===== src/rtl/message_arbiter_if.sv =====
// Bus between the requesters / print engine and the message arbiter.
// master: requesters and engine (drive requests and Busy).
// slave:  the arbiter (drives grants, latched command fields and status).
interface message_arbiter_if #(
  parameter int NREQ   = 4,
  parameter int BW_MSG = 6,
  parameter int BW_X   = 7,
  parameter int BW_Y   = 5
);
  logic                   Enable;
  logic [NREQ-1:0]        Req;
  logic [NREQ*BW_MSG-1:0] ReqMsg;
  logic [NREQ-1:0]        ReqColor;
  logic [NREQ-1:0]        ReqChar;
  logic [NREQ*BW_X-1:0]   ReqX;
  logic [NREQ*BW_Y-1:0]   ReqY;
  logic [NREQ-1:0]        Ack;
  logic                   Start;
  logic [BW_MSG-1:0]      MessageNumber;
  logic                   Color;
  logic                   Char;
  logic [BW_X-1:0]        PosX;
  logic [BW_Y-1:0]        PosY;
  logic                   Busy;
  logic                   Active;
  logic [2:0]             Owner;
  logic                   Error;
  logic                   ClearError;

  modport master (
    output Enable, Req, ReqMsg, ReqColor, ReqChar, ReqX, ReqY, Busy, ClearError,
    input  Ack, Start, MessageNumber, Color, Char, PosX, PosY, Active, Owner, Error
  );

  modport slave (
    input  Enable, Req, ReqMsg, ReqColor, ReqChar, ReqX, ReqY, Busy, ClearError,
    output Ack, Start, MessageNumber, Color, Char, PosX, PosY, Active, Owner, Error
  );
endinterface


===== src/rtl/message_arbiter.sv =====
// Round-robin arbiter sharing one message ROM / font-writer engine between
// NREQ requesters. One job at a time: latch command, pulse Start, wait for
// Busy to rise and fall, one gap cycle, then the next grant. A watchdog
// drops jobs whose engine never starts or never finishes.
module message_arbiter #(
  parameter int NREQ    = 4,
  parameter int BW_MSG  = 6,
  parameter int BW_X    = 7,
  parameter int BW_Y    = 5,
  parameter int TIMEOUT = 4096,
  parameter int BW_TO   = 12
) (
  input  logic Clock,
  input  logic Reset,
  message_arbiter_if.slave bus
);
  localparam int BW_IDX = $clog2(NREQ);

  typedef enum logic [2:0] {IDLE, ISSUE, WAIT_BUSY, WAIT_DONE, GAP} state_t;

  state_t            state, stateNext;
  logic [2:0]        ptr, offset, pick, pickNext;
  logic [3:0]        pickSum;
  logic [2*NREQ-1:0] reqTwice;
  logic [NREQ-1:0]   reqRot;
  logic              anyReq, grant, toLast, toExpire;
  logic [BW_TO-1:0]  toCnt;

  // Rotate Req so that bit 0 is the requester the pointer currently favours.
  assign reqTwice = {bus.Req, bus.Req};
  assign reqRot   = NREQ'(reqTwice >> ptr);
  assign anyReq   = |reqRot;

  // Lowest set bit of the rotated vector is the first requester at or after ptr.
  always_comb begin
    // NOTE: every variable assigned here gets a default first, so no path
    // leaves it unassigned and no latch is inferred.
    offset = '0;
    for (int i = NREQ - 1; i >= 0; i--)
      if (reqRot[BW_IDX'(i)]) offset = 3'(i);
  end

  assign pickSum  = {1'b0, ptr} + {1'b0, offset};
  assign pick     = (pickSum >= 4'(NREQ)) ? 3'(pickSum - 4'(NREQ)) : pickSum[2:0];
  assign pickNext = (pick == 3'(NREQ - 1)) ? 3'd0 : pick + 3'd1;

  // Counter is about to reach TIMEOUT-1 while the wait is still unmet.
  assign toLast = (toCnt == BW_TO'(TIMEOUT - 2));

  // State register.
  always_ff @(posedge Clock or posedge Reset) begin
    // NOTE: sequential state uses non-blocking assignments so every flop
    // samples pre-edge values regardless of block ordering.
    if (Reset) state <= IDLE;
    else       state <= stateNext;
  end

  // Next-state logic, grant decision and watchdog abort.
  always_comb begin
    stateNext = state;
    grant     = 1'b0;
    toExpire  = 1'b0;
    case (state)
      IDLE: begin
        if (bus.Enable && anyReq) begin
          stateNext = ISSUE;
          grant     = 1'b1;
        end
      end
      ISSUE: stateNext = WAIT_BUSY;
      WAIT_BUSY: begin
        if (bus.Busy) stateNext = WAIT_DONE;
        else if (toLast) begin
          stateNext = IDLE;
          toExpire  = 1'b1;
        end
      end
      WAIT_DONE: begin
        if (!bus.Busy) stateNext = GAP;
        else if (toLast) begin
          stateNext = IDLE;
          toExpire  = 1'b1;
        end
      end
      GAP:     stateNext = IDLE;
      default: stateNext = IDLE;
    endcase
  end

  // Registered outputs, command latch, round-robin pointer, watchdog, Error.
  always_ff @(posedge Clock or posedge Reset) begin
    if (Reset) begin
      bus.Start         <= 1'b0;
      bus.Ack           <= '0;
      bus.Active        <= 1'b0;
      bus.Owner         <= '0;
      bus.MessageNumber <= '0;
      bus.Color         <= 1'b0;
      bus.Char          <= 1'b0;
      bus.PosX          <= '0;
      bus.PosY          <= '0;
      bus.Error         <= 1'b0;
      ptr               <= '0;
      toCnt             <= '0;
    end else begin
      bus.Start  <= (stateNext == ISSUE);
      bus.Active <= (stateNext != IDLE);
      bus.Ack    <= grant ? ({{(NREQ-1){1'b0}}, 1'b1} << pick) : '0;

      if (grant) begin
        bus.MessageNumber <= BW_MSG'(bus.ReqMsg >> (32'(pick) * BW_MSG));
        bus.Color         <= 1'(bus.ReqColor >> pick);
        bus.Char          <= 1'(bus.ReqChar >> pick);
        bus.PosX          <= BW_X'(bus.ReqX >> (32'(pick) * BW_X));
        bus.PosY          <= BW_Y'(bus.ReqY >> (32'(pick) * BW_Y));
        bus.Owner         <= pick;
        ptr               <= pickNext;
      end

      if (state == ISSUE)
        toCnt <= '0;
      else if (state == WAIT_BUSY || state == WAIT_DONE)
        toCnt <= toCnt + BW_TO'(1);

      // A timeout in the same cycle as ClearError leaves the flag set.
      if (toExpire)            bus.Error <= 1'b1;
      else if (bus.ClearError) bus.Error <= 1'b0;
    end
  end
endmodule


===== src/flat_wrapper.sv =====
// flat-port wrapper written by rule: the top's interface ports become plain ports
module message_arbiter_flat 
#(
  parameter int NREQ    = 4,
  parameter int BW_MSG  = 6,
  parameter int BW_X    = 7,
  parameter int BW_Y    = 5,
  parameter int TIMEOUT = 4096,
  parameter int BW_TO   = 12
)
  (Clock, Reset, bus_Enable, bus_Req, bus_ReqMsg, bus_ReqColor, bus_ReqChar, bus_ReqX, bus_ReqY, bus_Busy, bus_ClearError, bus_Ack, bus_Start, bus_MessageNumber, bus_Color, bus_Char, bus_PosX, bus_PosY, bus_Active, bus_Owner, bus_Error);
  message_arbiter_if #(.NREQ(NREQ), .BW_MSG(BW_MSG), .BW_X(BW_X), .BW_Y(BW_Y)) bus_i ();
  input  logic Clock;
  input  logic Reset;
  input wire logic [$bits(bus_i.Enable)-1:0] bus_Enable;
  input wire logic [$bits(bus_i.Req)-1:0] bus_Req;
  input wire logic [$bits(bus_i.ReqMsg)-1:0] bus_ReqMsg;
  input wire logic [$bits(bus_i.ReqColor)-1:0] bus_ReqColor;
  input wire logic [$bits(bus_i.ReqChar)-1:0] bus_ReqChar;
  input wire logic [$bits(bus_i.ReqX)-1:0] bus_ReqX;
  input wire logic [$bits(bus_i.ReqY)-1:0] bus_ReqY;
  input wire logic [$bits(bus_i.Busy)-1:0] bus_Busy;
  input wire logic [$bits(bus_i.ClearError)-1:0] bus_ClearError;
  output wire logic [$bits(bus_i.Ack)-1:0] bus_Ack;
  output wire logic [$bits(bus_i.Start)-1:0] bus_Start;
  output wire logic [$bits(bus_i.MessageNumber)-1:0] bus_MessageNumber;
  output wire logic [$bits(bus_i.Color)-1:0] bus_Color;
  output wire logic [$bits(bus_i.Char)-1:0] bus_Char;
  output wire logic [$bits(bus_i.PosX)-1:0] bus_PosX;
  output wire logic [$bits(bus_i.PosY)-1:0] bus_PosY;
  output wire logic [$bits(bus_i.Active)-1:0] bus_Active;
  output wire logic [$bits(bus_i.Owner)-1:0] bus_Owner;
  output wire logic [$bits(bus_i.Error)-1:0] bus_Error;
  assign bus_i.Enable = bus_Enable;
  assign bus_i.Req = bus_Req;
  assign bus_i.ReqMsg = bus_ReqMsg;
  assign bus_i.ReqColor = bus_ReqColor;
  assign bus_i.ReqChar = bus_ReqChar;
  assign bus_i.ReqX = bus_ReqX;
  assign bus_i.ReqY = bus_ReqY;
  assign bus_i.Busy = bus_Busy;
  assign bus_i.ClearError = bus_ClearError;
  assign bus_Ack = bus_i.Ack;
  assign bus_Start = bus_i.Start;
  assign bus_MessageNumber = bus_i.MessageNumber;
  assign bus_Color = bus_i.Color;
  assign bus_Char = bus_i.Char;
  assign bus_PosX = bus_i.PosX;
  assign bus_PosY = bus_i.PosY;
  assign bus_Active = bus_i.Active;
  assign bus_Owner = bus_i.Owner;
  assign bus_Error = bus_i.Error;
  message_arbiter #(.NREQ(NREQ), .BW_MSG(BW_MSG), .BW_X(BW_X), .BW_Y(BW_Y), .TIMEOUT(TIMEOUT), .BW_TO(BW_TO)) u_core (.Clock(Clock), .Reset(Reset), .bus(bus_i));
endmodule

===== config.mk =====
export PLATFORM = sky130hd
export DESIGN_NAME = message_arbiter_flat
export DESIGN_NICKNAME = d
export VERILOG_FILES = /design/src/rtl/message_arbiter_if.sv /design/src/rtl/message_arbiter.sv /design/src/flat_wrapper.sv
export SDC_FILE = /design/constraint.sdc
export NUM_CORES = 1
export LEC_CHECK = 0
export BUFFER_PORTS_ARGS = -buffer_cell sky130_fd_sc_hd__buf_2
export CELL_PAD_IN_SITES_DETAIL_PLACEMENT = 1
export CELL_PAD_IN_SITES_GLOBAL_PLACEMENT = 1
export CORE_MARGIN = 3
export CORE_UTILIZATION = 35
export CTS_CLUSTER_DIAMETER = 150
export DETAILED_ROUTE_END_ITERATION = 10
export PLACE_DENSITY_LB_ADDON = 0.1
export SLEW_MARGIN = 25
export SYNTH_ARGS = -nofsm -noshare
export SYNTH_HDL_FRONTEND = slang
export SYNTH_SLANG_ARGS = --single-unit

===== constraint.sdc =====
create_clock -name Clock -period 2.5 [get_ports Clock]
set_input_delay 0.5 -clock Clock [delete_from_list [all_inputs] [get_ports Clock]]
set_output_delay 0.5 -clock Clock [all_outputs]
set_load 0.005 [all_outputs]

-- Yosys cells after proc, flatten, opt, wreduce, memory -nomap -nowiden
Cells that the tools add are included.
- multiplexer cells: 20
- add/subtract/negate cells: 4
- $mul: 3
- shifts and indexed selects: 7
- equality and inequality tests: 6
- reduce and logical (&&, ||, !) cells: 7
- order comparisons: 1
- operator list (cell ; number):
    $shr A28 B6 Y7 ; 1
    $mux W12 ; 2
    $shr A24 B6 Y6 ; 1
    $shr A20 B6 Y5 ; 1
    $mux W3 ; 6
    $add A12 B1 Y12 const B ; 1
    $eq A12 B12 Y1 const B ; 1
    $mul A3 B3 Y6 const B ; 2
    $pmux W3 S4 ; 1
    $eq A3 B2 Y1 const B ; 3
    $shr A4 B3 Y1 ; 2
    $shr A8 B3 Y4 ; 1
    $mux W1 ; 7
    $eq A3 B1 Y1 const B ; 2
    $mul A3 B2 Y5 const B ; 1
    $add A3 B2 Y4 ; 1
    $ge A4 B3 Y1 const B ; 1
    $mux W2 ; 2
    $mux W4 ; 1
    $reduce_bool A2 Y1 ; 2
    $reduce_or A4 Y1 ; 1
    $shl A1 B3 Y4 const A ; 1
    $add A3 B1 Y3 const B ; 1
    $logic_not A3 Y1 ; 1
    5 further kinds ; 5
- output and inout bits: 30
- register bits after elaboration: 48

-- Logic depth before layout (Yosys ltp)
Gate-level depths: netlist (run 1).
- word-level depth: 8
- mapped depth: 8
- mapped depth without buffers: 7

-- Worst setup path after synthesis (run 1)
Ideal clock, no wire load.
- path type: input -> register
- from: in bus_Req[3]
- to: reg u_core.bus.MessageNumber[1]
- buffers on the path: 2
- arrival: 2.223 ns
- path slack: 0.151 ns
- stages: 8
- path through: mux4_2 -> inv_1 -> ha_1 -> buf_2 -> buf_2 -> mux4_2 -> nand2_1 -> mux2i_1
- cells in the longest elaborated chain, start to end: 7
- elaborated cells on any way between the ends: 12
- classes of those cells: add/sub (2); mul (1); order compare (1); shift (2); mux (4); reduce/logical (2)
- RTL lines (what ; line ; RTL):
    from (decl) ; flat_wrapper.sv:16 ; input wire logic [$bits(bus_i.Req)-1:0] bus_Req;
    $shr A8 B3 Y4 * ; message_arbiter.sv:31 ; assign reqRot = NREQ'(reqTwice >> ptr);
    $mux W2 * ; message_arbiter.sv:40 ; if (reqRot[BW_IDX'(i)]) offset = 3'(i);
    $add A3 B2 Y4 * ; message_arbiter.sv:43 ; assign pickSum = {1'b0, ptr} + {1'b0, offset};
    $ge A4 B3 Y1 / $sub A3 B3 Y3 (equally long branches) ; message_arbiter.sv:44 ; assign pick = (pickSum >= 4'(NREQ)) ? 3'(pickSum - 4'(NREQ)) : pickSum[2:0];
    $mux W3 * ; message_arbiter.sv:44 ;
    net u_core.pick[0] ; message_arbiter.sv:22 ; logic [2:0] ptr, offset, pick, pickNext;
    $mul A3 B2 Y5 * ; message_arbiter.sv:111 ; bus.MessageNumber <= BW_MSG'(bus.ReqMsg >> (32'(pick) * BW_MSG));
    $shr A24 B6 Y6 * ; message_arbiter.sv:111 ;
    to (signal assigned) ; message_arbiter.sv:111 ;
    to (decl) ; message_arbiter_if.sv:37 ; output Ack, Start, MessageNumber, Color, Char, PosX, PosY, Active, Owner, Error
Mark *: on every way through the listed nets, which the timed path passes. The rest lies on a longest branch.
A chain may end at the register's enable or synchronous reset.

-- Worst setup path in the final report (run 1)
- from: reg u_core.ptr[1]
- to: reg u_core.bus.PosY[4]
- cells in the longest elaborated chain, start to end: 7
- elaborated cells on any way between the ends: 12
- classes of those cells: add/sub (2); mul (1); order compare (1); shift (2); mux (4); reduce/logical (2)
- RTL lines (what ; line ; RTL):
    from (decl) ; message_arbiter.sv:22 ;
    from (signal assigned) ; message_arbiter.sv:117 ; ptr <= pickNext;
    $shr A8 B3 Y4 ; message_arbiter.sv:31 ;
    $mux W2 ; message_arbiter.sv:40 ;
    $add A3 B2 Y4 * ; message_arbiter.sv:43 ;
    $ge A4 B3 Y1 / $sub A3 B3 Y3 (equally long branches) ; message_arbiter.sv:44 ;
    $mux W3 * ; message_arbiter.sv:44 ;
    net u_core.pick[0] ; message_arbiter.sv:22 ;
    $mul A3 B3 Y6 * ; message_arbiter.sv:115 ; bus.PosY <= BW_Y'(bus.ReqY >> (32'(pick) * BW_Y));
    $shr A20 B6 Y5 * ; message_arbiter.sv:115 ;
    to (signal assigned) ; message_arbiter.sv:115 ;
    to (decl) ; message_arbiter_if.sv:37 ;
Marks and branches as above.

==> summary.txt, run 1 <==
Area growth, synth to finish = 29.0%
Crit path max fanout = 25
Crit share post-route = 91.2%
Cell taking the most area after synthesis = dfrtp_1
RR Startpoint = u_core.ptr[1]
RR Endpoint = u_core.bus.PosY[4]
Syn_nets = 339
Routability cong. = 0.746
Hpwl dp = 5.93 mm
Worst-path clk slew = 0.10 ns
Setup-failing EPs final = 0
Root Driver = clkbuf_8
Final wirelength = 7.40 mm
Gr usage total = 17.8%
First-pass DRT Iterations = 2
Flops & latches, synth = 48
Netlist cell types = 39
CTS tree = yes
Rows = 31
Status = complete, no violations
Critical Path AT = 2.43 ns
Vias in the first global route = 2573
Clock Latency Late Sink = 0.31 ns
Number of synthesized flops with an enable pin = 0
Share of cells above drive strength 1 = 45.3%
Max_slew headroom = 41.4%
Synth Area per Inst = 11.6 sq um
Antenna violations before repair = 0
Most frequent cell after synthesis = dfrtp_1
Die area = 9090 sq um
Drt drc = 0
First-pass GRT wire length = 12.4 mm
Commonest register cell after synthesis = dfrtp_1
Largest net degree at the start of global routing = 28
Max-cap violations = 0
Initial drt markers = 42
Hold Path Class = in -> async
Yosys warning count = 0
Syn Std Cell Area = 2800 sq um
R2R depth = 7
WP data required = 2.65 ns
Gates resized, CTS repair = 0
Die Wd = 95.4 microns
Total core area = 7490 sq um
Crit path kind = reg -> reg
Critical path endpoint category = register
CTS Buf Count = 5
Via density = 5.04
Pins over their slew limit = 0
Deepest clock path buffer count = 2
Initial Util = 37.3%
CTS sink count = 48
Antenna Cells = 0
Filler instances = 897
Via count = 2322
Synth area leaders = dfrtp_1, mux4_2, mux2i_1
Chip Height = 95.4 microns
Pleak = 1.82 nW
Setup_tns = 0 ns
Fmax = 0.439 GHz
Clock skew = 0.0130 ns
Maximum vdd drop = 0.428 mV
Final core utilization = 48.2%
Synth async-reset ratio = 100%
Sequential share of the synthesized area = 43.0%
Port buffer count = 118
RSZ-0062 raised after global routing = false
Slew @ Worst Pin = 0.878 ns
Grt ovf = 0
Final #Nets = 458
Antenna viol nets, final = 0
Pwr dens = 1150 nW/um^2
Post-synthesis cell count = 242
WL/cell = 16.0 microns
Htree depth = 2
Worst R2R Setup Slack = 0.22 ns
Min Tclk post-route = 2.28 ns
Crit path launch type = register
Post-CTS Hold Fix Bufs = 0
Top cells by count, synth = dfrtp_1, inv_1, nand2_1
Ports = 119
Setup bufs post-CTS = 0
Final Hold Fails = 0
Top-area cell type share of the netlist area = 43.0%
[power breakdown]
group / total [mW] / leakage [nW] / switching (mW) / internal (mW)
clock: 0.474 / 0.0485 / 0.273 / 0.201
combinational: 2.38 / 1.18 / 1.09 / 1.29
sequential: 1.28 / 0.599 / 0.222 / 1.06
[metal layers]
| layer | vias to the layer above | GRT usage [%] | part of all wire (%) |
|---|---|---|---|
| met5 | - | 0 | 0 |
| met4 | 0 | 3.97 | 0.99 |
| met3 | 6 | 5.68 | 7.4 |
| met2 | 80 | 30.8 | 51 |
| met1 | 1144 | 21.7 | 41 |
| li1 | 1092 | - | - |
[worst max-delay path by stage]
stage                             start                     endpoint  slack, ns  cells after the start
after floorplan              bus_Req[3]  u_core.bus.MessageNumber[1]       0.15                      8
after global placement       bus_Req[3]  u_core.bus.MessageNumber[1]       0.14                      8
after detailed placement     bus_Req[3]           u_core.bus.PosY[4]       0.09                      8
after CTS                 u_core.ptr[1]           u_core.bus.PosY[4]       0.22                      7
after global routing      u_core.ptr[1]              u_core.bus.Char       0.10                      8
final                     u_core.ptr[1]           u_core.bus.PosY[4]       0.22                      7
[state kept, by name (all words and copies together) (netlist names)]
signal	flops
u_core.bus.Owner	3
u_core.ptr	3
u_core.bus.Char	1
u_core.bus.Start	1
u_core.bus.Active	1
u_core.bus.Error	1
u_core.bus.MessageNumber	6
u_core.bus.Color	1
u_core.bus.PosY	5
u_core.state	3
u_core.bus.Ack	4
u_core.toCnt	12
u_core.bus.PosX	7
[layout make-up]
| type | count | area (sq um) | share of cell area (%) |
|---|---|---|---|
| clock buffers | 5 | 68.8 | 1.91 |
| multi-input cells | 152 | 1410 | 39.2 |
| repair buffers | 125 | 668 | 18.5 |
| inverters | 29 | 109 | 3.02 |
| flip-flops and latches | 48 | 1200 | 33.3 |
| clock inverters | 3 | 22.5 | 0.625 |
| well taps | 99 | 124 | 3.44 |
[worst max-delay path, stage by stage, from the launching register on]
cell,delay [ns]
dfrtp_1,0.45
mux4_2,0.52
inv_1,0.08
ha_1,0.17
buf_12,0.21
mux4_2,0.53
nand2_1,0.08
mux2i_1,0.07
[stage by stage]
step / std cells / setup WS [ns] / total power [mW] / hold WS [ns] / cell area [sq um]
after floorplan: 242 / 0.151 / 2.99 / 0.445 / 2800
after CTS: 461 / 0.217 / 4.23 / 0.198 / 3610
after global placement: 453 / 0.142 / 3.68 / 0.491 / 3510
after global routing: 461 / 0.104 / 4.55 / 0.220 / 3610
final: 461 / 0.221 / 4.13 / 0.181 / 3610
after detailed placement: 453 / 0.0859 / 3.73 / 0.490 / 3510
[kinds of logic after synthesis]
logic type | synth area share, %
and+or+nand+nor | 11.4
muxes | 27.1
DFF | 43.0
buffers and inverters | 6.49
AOI/OAI and AO/OA | 6.54
adders and majority gates | 3.58
xor gates and xnor gates | 1.88
[layout by cell type (no fill, tap or decap), drive strengths merged, types with 6 or more instances in the layout]
master	instances
buf	125
dfrtp	48
inv	30
nand2	28
mux4	21
mux2i	21
nand3	9
ha	8
o21ai	8
nor2	7
mux2	6
No activity file was read; power rests on OpenSTA's default activity.
==> run 2, diff against run 1 <==
--- a/config.mk
+++ b/config.mk
@@ -10,7 +10,7 @@
 export CELL_PAD_IN_SITES_GLOBAL_PLACEMENT = 1
 export CORE_MARGIN = 3
 export CORE_UTILIZATION = 35
-export CTS_CLUSTER_DIAMETER = 150
+export CTS_CLUSTER_DIAMETER = 120
 export DETAILED_ROUTE_END_ITERATION = 10
 export PLACE_DENSITY_LB_ADDON = 0.1
 export SLEW_MARGIN = 25
==> constraint.sdc (replaced) <==
create_clock -name Clock -period 2.1 [get_ports Clock]
set_input_delay 0.42 -clock Clock [delete_from_list [all_inputs] [get_ports Clock]]
set_output_delay 0.42 -clock Clock [all_outputs]
set_load 0.005 [all_outputs]
==> run 2 against run 1 <==
The run now ends with setup timing left. Critical endpoint is now u_core.bus.PosX[0]. Final area increased by 6.6%. Sequential share of layout area decreased by 2.1 points. Global-route usage decreased by 0.11 points.
==> summary.txt, run 2 (synthesis results as in run 1) <==
Max-cap violations = 0
Setup-failing EPs final = 1
Total core area = 7490 sq um
Deepest clock path buffer count = 2
Grt ovf = 0
RR Startpoint = u_core.ptr[1]
Final core utilization = 51.3%
Antenna Cells = 0
Crit path kind = reg -> reg
Most common cell after layout, fill and taps aside = buf_2
Pleak = 1.92 nW
Top reg by flops = u_core.toCnt
Max reg flops = 12
Pwr dens = 1460 nW/um^2
Hold Path Class = in -> async
Rows = 31
Final wirelength = 7.83 mm
WL/cell = 16.5 microns
Vias in the first global route = 2629
CTS sink count = 48
Pins over their slew limit = 0
Failing checks = setup timing
Worst R2R Setup Slack = -0.009 ns
RSZ-0062 raised after global routing = true
WP data required = 2.29 ns
First-pass GRT wire length = 12.4 mm
Commonest cells after routing, fill and taps aside = buf_2, dfrtp_1, inv_1, nand2_1
Gr usage total = 17.7%
Htree depth = 2
Via count = 2394
First-pass DRT Iterations = 4
Clock skew = 0.00939 ns
Ports = 119
CP peak stage delay = 0.52 ns
Max_slew headroom = 57.8%
Largest net degree at the start of global routing = 49
Initial Util = 37.3%
Area growth, synth to finish = 37.5%
Drt drc = 0
Critical Path AT = 2.30 ns
Crit path from = u_core.ptr[1]
Area after DPL = 3610 sq um
Share of cells above drive strength 1 = 49.6%
CTS Buf Count = 5
Filler instances = 835
Antenna violations before repair = 0
Crit path launch type = register
Worst slack, placed = -0.291 ns
Via density = 5.05
Slew @ Worst Pin = 0.633 ns
Worst path most repeated cell = mux4_2
Clock Latency Late Sink = 0.30 ns
Initial drt markers = 39
Tot Pwr = 5.63 mW
CP max stage cell = mux4_2
RR Endpoint = u_core.bus.PosX[0]
Chip Height = 95.4 microns
Die Wd = 95.4 microns
Routability cong. = 0.697
Crit path max fanout = 10
Final Hold Fails = 0
Root Driver = clkbuf_8
Setup WS post-layout = -0.00909 ns
Min Tclk post-route = 2.11 ns
Final #Nets = 472
Port buffer count = 118
Finished Cell Area = 3840 sq um
Maximum vdd drop = 0.696 mV
Fmax = 0.474 GHz
Crit share post-route = 100%
Hpwl dp = 5.95 mm
Critical path endpoint category = register
R2R depth = 7
CTS tree = yes
Family with the most delay on the worst path = multiplexers
Worst-path clk slew = 0.09 ns
Die area = 9090 sq um
CP Cell Sequence = mux4_2 -> inv_2 -> ha_4 -> buf_12 -> mux4_2 -> nand2_2 -> mux2i_1
Regs by FF count = u_core.toCnt (12), u_core.bus.PosX (7), u_core.bus.MessageNumber (6)
Status = finished, violations left
Bufs and invs on worst path = 2
Hold slack = 0.144 ns
Antenna viol nets, final = 0
run 2: repair_timing:
item                       CTS  global route
hold buffers                 0             0
pin swaps                    9            10
cloned                       0             1
gates resized for setup      4             7
setup endpoints to repair   23            23
setup buffers                4             0
run 2: area by class of cell:
cell class	instances	area, sq um	share of cell area (%)
Tap cell	99	124	3.22
Clock inverter	2	60.1	1.56
Multi-Input combinational cell	153	1460	38.0
Timing Repair Buffer	138	820	21.3
Inverter	29	109	2.83
Sequential cell	48	1200	31.2
Clock buffer	5	68.8	1.79
run 2: worst max path at each step:
stage	endpoint	slack (ns)	cells past startpoint
4_1_cts	u_core.bus.PosX[6]	-0.02	7
5_1_grt	u_core.bus.PosY[0]	-0.08	7
6_report	u_core.bus.PosX[0]	-0.009	7
3_3_place_gp	u_core.bus.MessageNumber[3]	-0.25	7
2_1_floorplan	u_core.bus.MessageNumber[1]	-0.02	8
3_5_place_dp	u_core.bus.PosY[3]	-0.29	7
run 2: worst register-to-register path, stage by stage, from the launching register on:
cell,delay [ns]
dfrtp_1,0.40
mux4_2,0.52
inv_2,0.08
ha_4,0.18
buf_12,0.15
mux4_2,0.52
nand2_2,0.08
mux2i_1,0.06
run 2: power breakdown:
group | internal (mW) | total, mW | switching, mW | leakage [nW]
logic | 1.89 | 3.38 | 1.50 | 1.26
clock network | 0.469 | 0.775 | 0.306 | 0.0642
registers | 1.26 | 1.47 | 0.211 | 0.599
run 2: through the flow:
stage | TNS, ns | std cells
after floorplan | -0.263 | 242
after global placement | -5.08 | 462
after detailed placement | -5.96 | 462
after CTS | -0.110 | 473
after global routing | -1.09 | 474
final | -0.00909 | 474
run 2: per-layer routing:
layer  global-route usage (%)  vias to the layer above  share of wire [%]
li1                         -                     1126                  -
met1                     20.5                     1170                 41
met2                     31.5                       93                 50
met3                     5.29                        5                7.8
met4                     5.17                        0                1.0
met5                        0                        -                  0
==> run 3, diff against run 2 <==
--- a/config.mk
+++ b/config.mk
@@ -17,3 +17,4 @@
 export SYNTH_ARGS = -nofsm -noshare
 export SYNTH_HDL_FRONTEND = slang
 export SYNTH_SLANG_ARGS = --single-unit
+export TNS_END_PERCENT = 30
==> run 3 against run 2 <==
The flow still finishes with violations (setup timing). Cell count is 0.21% lower. Register-to-register slack hardly changed. Global-route usage stayed put. Final area is 0.33% lower. Via count is 0.92% lower. Sequential power hardly changed. Critical path depth stayed put. Sequential share of layout area is 0.10 points higher. Power is 0.40% lower. Die area stayed put. Critical endpoint is now u_core.bus.PosY[4]. Worst setup slack worse by 0.0034 ns.
==> summary.txt, run 3 (synthesis results as in run 1) <==
Status = finished, violations left
Failing checks = setup timing
Final Hold Fails = 0
Final #Nets = 471
Antenna violations before repair = 0
Max-cap violations = 0
Port buffer count = 118
Ports = 119
Die area = 9090 sq um
Via count = 2372
Crit share post-route = 101%
RSZ-0062 raised after global routing = true
CTS Buf Count = 5
WP data required = 2.26 ns
Clock skew = 0.00908 ns
CTS tree = yes
Vias in the first global route = 2631
Hold Path Class = in -> async
RR Startpoint = u_core.ptr[1]
Worst-path clk slew = 0.09 ns
First-pass DRT Iterations = 4
Largest net degree at the start of global routing = 49
Share of cells above drive strength 1 = 49.5%
Regs by FF count = u_core.toCnt (12), u_core.bus.PosX (7), u_core.bus.MessageNumber (6)
Gr usage total = 17.7%
Crit path max fanout = 7
Via density = 5.01
Slew @ Worst Pin = 0.790 ns
Antenna Cells = 0
Initial drt markers = 43
Critical Path AT = 2.27 ns
Routability cong. = 0.697
RR Endpoint = u_core.bus.PosY[4]
Hold slack = 0.144 ns
Critical path endpoint category = register
Clock Latency Late Sink = 0.30 ns
Pins over their slew limit = 0
Pleak = 1.92 nW
Setup WS post-layout = -0.0125 ns
Htree depth = 2
CTS sink count = 48
First-pass GRT wire length = 12.4 mm
Pwr dens = 1460 nW/um^2
Fmax = 0.473 GHz
Total core area = 7490 sq um
Area growth, synth to finish = 37.1%
Hpwl dp = 5.95 mm
Top reg by flops = u_core.toCnt
Deepest clock path buffer count = 2
WL/cell = 16.3 microns
Initial Util = 37.3%
Crit path kind = reg -> reg
Area after DPL = 3610 sq um
R2R depth = 7
Root Driver = clkbuf_8
Drt drc = 0
Chip Height = 95.4 microns
Finished Cell Area = 3830 sq um
Worst R2R Setup Slack = -0.01 ns
Commonest cells after routing, fill and taps aside = buf_2, dfrtp_1, inv_1, nand2_1
Min Tclk post-route = 2.11 ns
Final wirelength = 7.71 mm
Max_slew headroom = 47.2%
Crit path launch type = register
Die Wd = 95.4 microns
Max reg flops = 12
Filler instances = 835
Maximum vdd drop = 0.698 mV
Antenna viol nets, final = 0
Setup-failing EPs final = 8
Most common cell after layout, fill and taps aside = buf_2
Grt ovf = 0
Rows = 31
[run 3: cell count changes in the layout (fill, tap and decap cells not counted), sizes merged]
cell,delta
a21oi,-1
[run 3: where the power goes]
part	switching (mW)	internal (mW)
logic	1.48	1.88
clock network	0.305	0.469
registers	0.212	1.26
total	1.99	3.61
[run 3: what timing repair did]
item / CTS / global route
gates resized for setup: 4 / 6
buffers inserted: 4 / 0
hold buffers: 0 / 0
pin swaps: 10 / 7
endpoints found under the setup margin: 23 / 23
[run 3: stage by stage]
stage          total power [mW]  setup slack (ns)  util [%]  std cells  setup TNS (ns)
6_report                   5.61           -0.0125      51.2        473         -0.0470
3_3_place_gp               4.45            -0.245      48.2        462           -5.08
4_1_cts                    5.68           -0.0160      51.0        473          -0.104
5_1_grt                    6.07           -0.0826      51.2        473           -1.22
2_1_floorplan              3.73           -0.0186         -        242          -0.263
3_5_place_dp               4.55            -0.291      48.2        462           -5.96
[run 3: worst max path at each step]
| stage | start | to | slack [ns] | cells past startpoint |
|---|---|---|---|---|
| floorplan | u_core.ptr[1] | u_core.bus.MessageNumber[1] | -0.02 | 8 |
| global placement | bus_Req[3] | u_core.bus.MessageNumber[3] | -0.25 | 7 |
| detailed placement | bus_Req[3] | u_core.bus.PosY[3] | -0.29 | 7 |
| CTS | u_core.ptr[1] | u_core.bus.PosX[6] | -0.02 | 7 |
| global route | u_core.ptr[1] | u_core.bus.PosY[0] | -0.08 | 7 |
| finish | u_core.ptr[1] | u_core.bus.PosY[4] | -0.01 | 7 |
[run 3: per-layer routing]
metal | track usage, % | part of all wire [%] | vias up
met4 | 5.17 | 1.0 | 0
li1 | - | - | 1120
met3 | 5.29 | 8.0 | 5
met5 | 0 | 0 | -
met1 | 20.5 | 41 | 1154
met2 | 31.5 | 50 | 93
[run 3: cell type report]
type | instances | area [sq um] | share of cell area [%]
clock buffer | 5 | 68.8 | 1.80
clock inverter | 2 | 60.1 | 1.57
inverter | 29 | 109 | 2.84
multi-input combinational | 152 | 1450 | 37.9
sequential | 48 | 1200 | 31.4
tap | 99 | 124 | 3.23
timing repair buffer | 138 | 816 | 21.3
[run 3: worst max-delay path: stages (launching register included)]
cell and delay, ns:
dfrtp_1 0.41, mux4_2 0.52, inv_2 0.08, ha_4 0.18, buf_12 0.14, mux4_2 0.49, nand2_1 0.07, mux2i_1 0.06
